File: config.mk
export PLATFORM = sky130hd
export DESIGN_NAME = mem_port_arbiter
export DESIGN_NICKNAME = d
export VERILOG_FILES = /design/src/rtl/mem_port_arbiter.sv
export SDC_FILE = /design/constraint.sdc
export NUM_CORES = 1
export LEC_CHECK = 0
export ABC_AREA = 1
export CORE_AREA = 2 2 114 116
export CTS_BUF_LIST = sky130_fd_sc_hd__clkbuf_4
export CTS_CLUSTER_SIZE = 40
export DETAILED_ROUTE_END_ITERATION = 10
export DIE_AREA = 0 0 116 118
export GPL_ROUTABILITY_DRIVEN = 0
export HOLD_SLACK_MARGIN = 0.1
export PLACE_DENSITY = 0.77
export SLEW_MARGIN = 15
export SYNTH_ARGS = -nofsm -noshare
export SYNTH_HDL_FRONTEND = slang
export SYNTH_SLANG_ARGS = --single-unit
File: constraint.sdc
create_clock -name clk_i -period 1.9 [get_ports clk_i]
set_input_delay 0.19 -clock clk_i [delete_from_list [all_inputs] [get_ports clk_i]]
set_output_delay 0.19 -clock clk_i [all_outputs]
set_load 0.01 [all_outputs]
File: src/rtl/mem_port_arbiter.sv
`default_nettype none
// ============================================================================
//  Module   : mem_port_arbiter
//  Purpose  : Shares one unified instruction/data memory port between the
//             multicycle CPU and a second master (DMA / debug loader).
//             One access in flight; sequences read latency; 1-cycle ack per
//             access; combinational CPU stall.
//  Config   : MEMARB_FIXED_PRIO_EN - when defined the CPU always wins ties
//             and the DMA is granted only while cpu_req is low. When
//             undefined, ties alternate round-robin.
//  Revision : 1.0 - initial release
// ============================================================================
module mem_port_arbiter #(
    parameter int AW     = 32,
    parameter int DW     = 32,
    parameter int RD_LAT = 0
) (
    input  logic          clk_i,
    input  logic          reset_i,
    input  logic          cpu_req_i,
    input  logic          cpu_we_i,
    input  logic [AW-1:0] cpu_adr_i,
    input  logic [DW-1:0] cpu_wd_i,
    output logic [DW-1:0] cpu_rd_o,
    output logic          cpu_ack_o,
    output logic          cpu_stall_o,
    input  logic          dma_req_i,
    input  logic          dma_we_i,
    input  logic [AW-1:0] dma_adr_i,
    input  logic [DW-1:0] dma_wd_i,
    output logic [DW-1:0] dma_rd_o,
    output logic          dma_ack_o,
    output logic          mem_we_o,
    output logic [AW-1:0] mem_adr_o,
    output logic [DW-1:0] mem_wd_o,
    input  logic [DW-1:0] mem_rd_i
);

    localparam logic [1:0] c_ST_IDLE   = 2'd0;
    localparam logic [1:0] c_ST_ACCESS = 2'd1;
    localparam logic [1:0] c_ST_WAIT   = 2'd2;
    localparam logic [1:0] c_ST_DONE   = 2'd3;

    localparam logic c_OWN_CPU = 1'b0;
    localparam logic c_OWN_DMA = 1'b1;

    // Reload value for the wait counter; clamped so RD_LAT=0 stays in range.
    localparam logic [2:0] c_LAT_M1 = (RD_LAT == 0) ? 3'd0 : 3'(RD_LAT - 1);

    logic [1:0]    state_q, state_d;
    logic          owner_q, owner_d;
    logic [2:0]    cnt_q, cnt_d;
    logic [DW-1:0] rdata_q, rdata_d;

    logic          w_any_req;
    logic          w_winner;
    logic          w_own_we;
    logic [AW-1:0] w_own_adr;
    logic [DW-1:0] w_own_wd;
    logic          w_busy;

    assign w_any_req = cpu_req_i | dma_req_i;

    // Owner's request fields are taken live; masters hold them stable until ack.
    assign w_own_we  = (owner_q == c_OWN_DMA) ? dma_we_i  : cpu_we_i;
    assign w_own_adr = (owner_q == c_OWN_DMA) ? dma_adr_i : cpu_adr_i;
    assign w_own_wd  = (owner_q == c_OWN_DMA) ? dma_wd_i  : cpu_wd_i;

`ifdef MEMARB_FIXED_PRIO_EN
    // CPU always wins; DMA only gets the port while the CPU is not asking.
    assign w_winner = cpu_req_i ? c_OWN_CPU : c_OWN_DMA;
`else
    logic last_owner_q;

    // Remember who was granted last so a tie goes to the other master.
    always_ff @(posedge clk_i or posedge reset_i) begin
        if (reset_i) begin
            last_owner_q <= c_OWN_DMA;
        end else if (state_q == c_ST_IDLE && w_any_req) begin
            last_owner_q <= w_winner;
        end
    end

    // A lone requester wins; a tie goes to whoever was not served last.
    assign w_winner = (cpu_req_i & dma_req_i) ? ~last_owner_q : dma_req_i;
`endif

    // Access sequencer: IDLE -> ACCESS -> [WAIT x RD_LAT] -> DONE -> IDLE.
    always_comb begin
        state_d = state_q;
        owner_d = owner_q;
        cnt_d   = cnt_q;
        rdata_d = rdata_q;
        case (state_q)
            c_ST_IDLE: begin
                if (w_any_req) begin
                    owner_d = w_winner;
                    state_d = c_ST_ACCESS;
                end
            end
            c_ST_ACCESS: begin
                if (w_own_we || RD_LAT == 0) begin
                    if (!w_own_we) begin
                        rdata_d = mem_rd_i;
                    end
                    state_d = c_ST_DONE;
                end else begin
                    cnt_d   = c_LAT_M1;
                    state_d = c_ST_WAIT;
                end
            end
            c_ST_WAIT: begin
                if (cnt_q != 3'd0) begin
                    cnt_d = cnt_q - 3'd1;
                end else begin
                    rdata_d = mem_rd_i;
                    state_d = c_ST_DONE;
                end
            end
            default: begin
                state_d = c_ST_IDLE;
            end
        endcase
    end

    // State registers; reset aborts any access in flight immediately.
    always_ff @(posedge clk_i or posedge reset_i) begin
        if (reset_i) begin
            state_q <= c_ST_IDLE;
            owner_q <= c_OWN_CPU;
            cnt_q   <= 3'd0;
            rdata_q <= '0;
        end else begin
            state_q <= state_d;
            owner_q <= owner_d;
            cnt_q   <= cnt_d;
            rdata_q <= rdata_d;
        end
    end

    // Memory side: address held across ACCESS/WAIT, write strobe only in ACCESS.
    assign w_busy    = (state_q == c_ST_ACCESS) || (state_q == c_ST_WAIT);
    assign mem_we_o  = (state_q == c_ST_ACCESS) & w_own_we;
    assign mem_adr_o = w_busy ? w_own_adr : '0;
    assign mem_wd_o  = w_busy ? w_own_wd  : '0;

    // Master side: ack and read data only toward the owner, only in DONE.
    assign cpu_ack_o   = (state_q == c_ST_DONE) && (owner_q == c_OWN_CPU);
    assign dma_ack_o   = (state_q == c_ST_DONE) && (owner_q == c_OWN_DMA);
    assign cpu_rd_o    = cpu_ack_o ? rdata_q : '0;
    assign dma_rd_o    = dma_ack_o ? rdata_q : '0;
    assign cpu_stall_o = cpu_req_i & ~cpu_ack_o;

endmodule
`default_nettype wire

==> flow_summary_export.csv <==
group,metric,value,unit
worst_setup_path,r2r-start,"owner_q$_DFFE_PP0P_",
logic_synthesis,synth_area_leaders,"dfrtp_1 32%, nor2_1 24%, o21ai_0 11%",
floorplan,die_area,0.01369,mm2
floorplan,core_area,0.01241,mm2
logic_synthesis,synthCells,510,
cells_and_area,final.fill_count,1248,
worst_setup_path,criticalPathCategory,"reg -> out",
worst_setup_path,worstPathCellList,"inv_2 -> ha_4 -> buf_12 -> buf_16 -> buf_8 -> o21ai_2 -> nor2_1 -> buf_2",
logic_synthesis,yosysSeqAreaShare,32.43,%
clocking,cts.path.max_buffers,2,
sta,clock-skew-final,0.006868,ns
cells_and_area,final_cells,1004,
logic_synthesis,synth_top_area_share,31.56,%
clocking,clkSinkCount,39,
clocking,root_buffer,"clkbuf_4",
place,postPlaceCellArea,0.006231,mm2
routing,vias_per_cell,4.451,
logic_synthesis,synth_cell_type_count,18,
floorplan,row_count,41,
worst_setup_path,r2r_end,"rdata_q[29]$_DFFE_PP0P_",
worst_setup_path,worst_path_largest_cell_delay,0.38,ns
sta,tightestPinTransition,0.3451,ns
logic_synthesis,yosysWarnings,0,
outcome,violations,"setup timing",
worst_setup_path,crit_slowest_cell,"dfrtp_1",
worst_hold_path,hp-class,"in -> async",
global_route,grt_pass1_vias,4271,
routing,finalWirelength,17.11,mm
pwr,ir_worst_vdd,0.6930,mV
logic_synthesis,yosysTopAreaCell,"dfrtp_1",
place,dp_hpwl,11.41,mm
pwr,power_frac_seq,11.9,%
floorplan,fp.dieW,116,um
logic_synthesis,yosysMostFrequentCell,"nor2_1",
place,post-place-ws,-0.2279,ns
clocking,worstSkewPairLatency,0.35,ns
cells_and_area,regArea,978.4,um2
worst_setup_path,worst_setup_path_end_kind,"output port",
logic_synthesis,synthArstFlopShare,100.0,%
logic_synthesis,synth_fp_nets,682,
pwr,p_int,6303,uW
pwr,p_leak,0.003332,uW
floorplan,start_util,24.27,%
sta,slew_viol_final,0,
sta,setup_ws,-0.06390,ns
worst_setup_path,reg2reg_slack,0.17,ns
global_route,grt-ovfl-total,0,
logic_synthesis,synth_edf_count,0,
sta,min_period,1.964,ns
sta,finalCritPeriodShare,103.4,%
global_route,grt_max_degree,35,
routing,first_pass_iters,4,
sta,grt_setup_unrepaired,"true",
worst_setup_path,arrival,1.77,ns
routing,routedWlPerCell,17.04,um
clocking,numCtsBuffers,5,
cells_and_area,syn2layout_area_growth,118.9,%
global_route,grt_antenna_before_repair,1,
clocking,clk_transition_reported_paths,0.13,ns
logic_synthesis,ys.flop_type,"dfrtp_1",
sta,timing.fmax,0.5092,GHz
run,cap_violations,0,
pwr,pwr-share-clk,4.6,%
clocking,htreeDepth,2,
pwr,pwr_density_cell,1866,mW/mm2
cells_and_area,final_area,0.006594,mm2
global_route,grt_usage,22.63,%
place,dp_cells,962,
pwr,p_comb_share,83.5,%
outcome,outcome,"finished with violations",
sta,slew_headroom,76.99,%
worst_setup_path,reg2regPathDepth,8,
floorplan,io_pins,298,
worst_setup_path,worstPathRequired,1.71,ns
floorplan,die_y,118,um
place,port_buffers,297,
clocking,cts_tree,"done",
logic_synthesis,syn_avg_cell_area,5.908,um2
pwr,p_sw_share,48.76,%
routing,drtAntennaViolNets,0,
logic_synthesis,syn_area,0.003013,mm2
routing,num_vias,4469,
sta,finalHoldViolCount,0,
cells_and_area,layout.nets,1002,
worst_setup_path,crit_fanout,5,
routing,drtIter0Drc,249,
logic_synthesis,synth_seq_cells,39,
worst_setup_path,critPathLaunchType,"register",
routing,drc,0,
cells_and_area,multiInputGateArea,0.001907,mm2
cells_and_area,layout-drive-gt1-share,27.32,%
sta,final-setup-viol-count,35,
logic_synthesis,synth_common_cells,"196 x nor2_1, 79 x nand2_1, 68 x o21ai_0",
global_route,grt_pass1_wl,23.84,mm
pwr,switching_power,5998,uW
-- cells by family after synthesis --
logic type | after synthesis | share of synthesized area, %
compound gates | 68 | 11.30
flops | 39 | 32.43
simple gates | 313 | 41.45
xor+xnor | 1 | 0.2908
buf+inv | 83 | 12.04
fa+ha+maj | 6 | 2.492
-- cells in the final DEF, fill, tap and decap left out, types with 2 or more instances in the layout --
cell type	n
o21ai_1	26
nand2_8	2
inv_1	43
o21ai_0	13
clkdlybuf4s15_1	10
buf_6	8
buf_8	2
clkbuf_16	3
buf_16	9
nor2_2	5
ha_4	2
dfrtp_1	37
nor2_1	188
buf_4	27
o21ai_4	4
dlygate4sd2_1	6
inv_6	2
buf_2	85
nand2_1	77
ha_1	3
clkbuf_4	5
o21ai_2	25
nand3_1	34
buf_12	10
inv_2	3
clkbuf_2	22
nor2_4	4
clkdlybuf4s50_1	165
-- stage by stage --
step	total power, uW	utilization (%)	hold slack, ns	TNS, ns
finish	12300	53.11	0.1335	-1.280
global route	13190	53.11	0.1350	-6.758
CTS	11240	51.49	0.1291	-2.969
detailed placement	9808	50.19	0.4575	-3.217
global placement	9713	50.19	0.4545	-2.191
floorplan	5425	-	0.3247	0
-- worst max-delay path, delay by kind of cell, from the launching register on --
kind / cells / cell delay [ns]
adders and majority gates: 1 / 0.28
buffers and inverters: 5 / 0.61
and+or+nand+nor: 1 / 0.09
AOI/OAI and AO/OA: 1 / 0.05
DFF: 1 / 0.38
-- area by class of cell --
| cell class | count | area share [%] |
|---|---|---|
| sequential | 39 | 14.84 |
| inverter | 47 | 2.751 |
| tap | 172 | 3.264 |
| timing repair buffer | 349 | 48.98 |
| multi-input combinational | 388 | 28.92 |
| clock inverter | 3 | 0.6452 |
| antenna | 1 | 0.03795 |
| clock buffer | 5 | 0.5693 |
-- flip-flops by register name, summed over array words and instances (netlist names) --
signal        count
cnt_q             3
rdata_q          32
owner_q           1
last_owner_q      1
state_q           2
-- power groups by stage --
| stage | Sequential, uW | Combinational [uW] | Clock (uW) |
|---|---|---|---|
| CTS | 1450 | 9210 | 584 |
| floorplan | 1400 | 4020 | 0 |
| global placement | 1450 | 8270 | 0 |
| finish | 1460 | 10300 | 568 |
| detailed placement | 1450 | 8360 | 0 |
| global route | 1500 | 11100 | 611 |
-- how the worst max path moves through the flow --
stage	start	end	slack, ns	cells after the start
2_1_floorplan	state_q[0]$_DFFE_PP0P_	mem_wd_o[22]	0.35	6
3_3_place_gp	state_q[0]$_DFFE_PP0P_	mem_adr_o[24]	-0.22	6
3_5_place_dp	state_q[1]$_DFFE_PP0P_	mem_wd_o[5]	-0.23	6
4_1_cts	state_q[1]$_DFFE_PP0P_	mem_wd_o[5]	-0.13	7
5_1_grt	state_q[1]$_DFFE_PP0P_	cpu_rd_o[28]	-0.17	8
6_report	state_q[1]$_DFFE_PP0P_	mem_wd_o[29]	-0.06	8
-- timing repair --
item	4_1_cts	5_1_grt
endpoints found under the setup margin	132	163
pin swaps	7	28
gates resized for setup	389	212
gates cloned	10	3
hold buffers	0	0
buffers inserted	11	10
-- layer usage --
metal,vias up,part of all wire [%],global-route usage [%]
li1,2214,-,-
met1,2041,39,26.92
met2,191,51,40.94
met3,23,7.3,3.553
met4,0,2.8,7.217
met5,-,0,0
No activity file was read; power rests on OpenSTA's default activity.
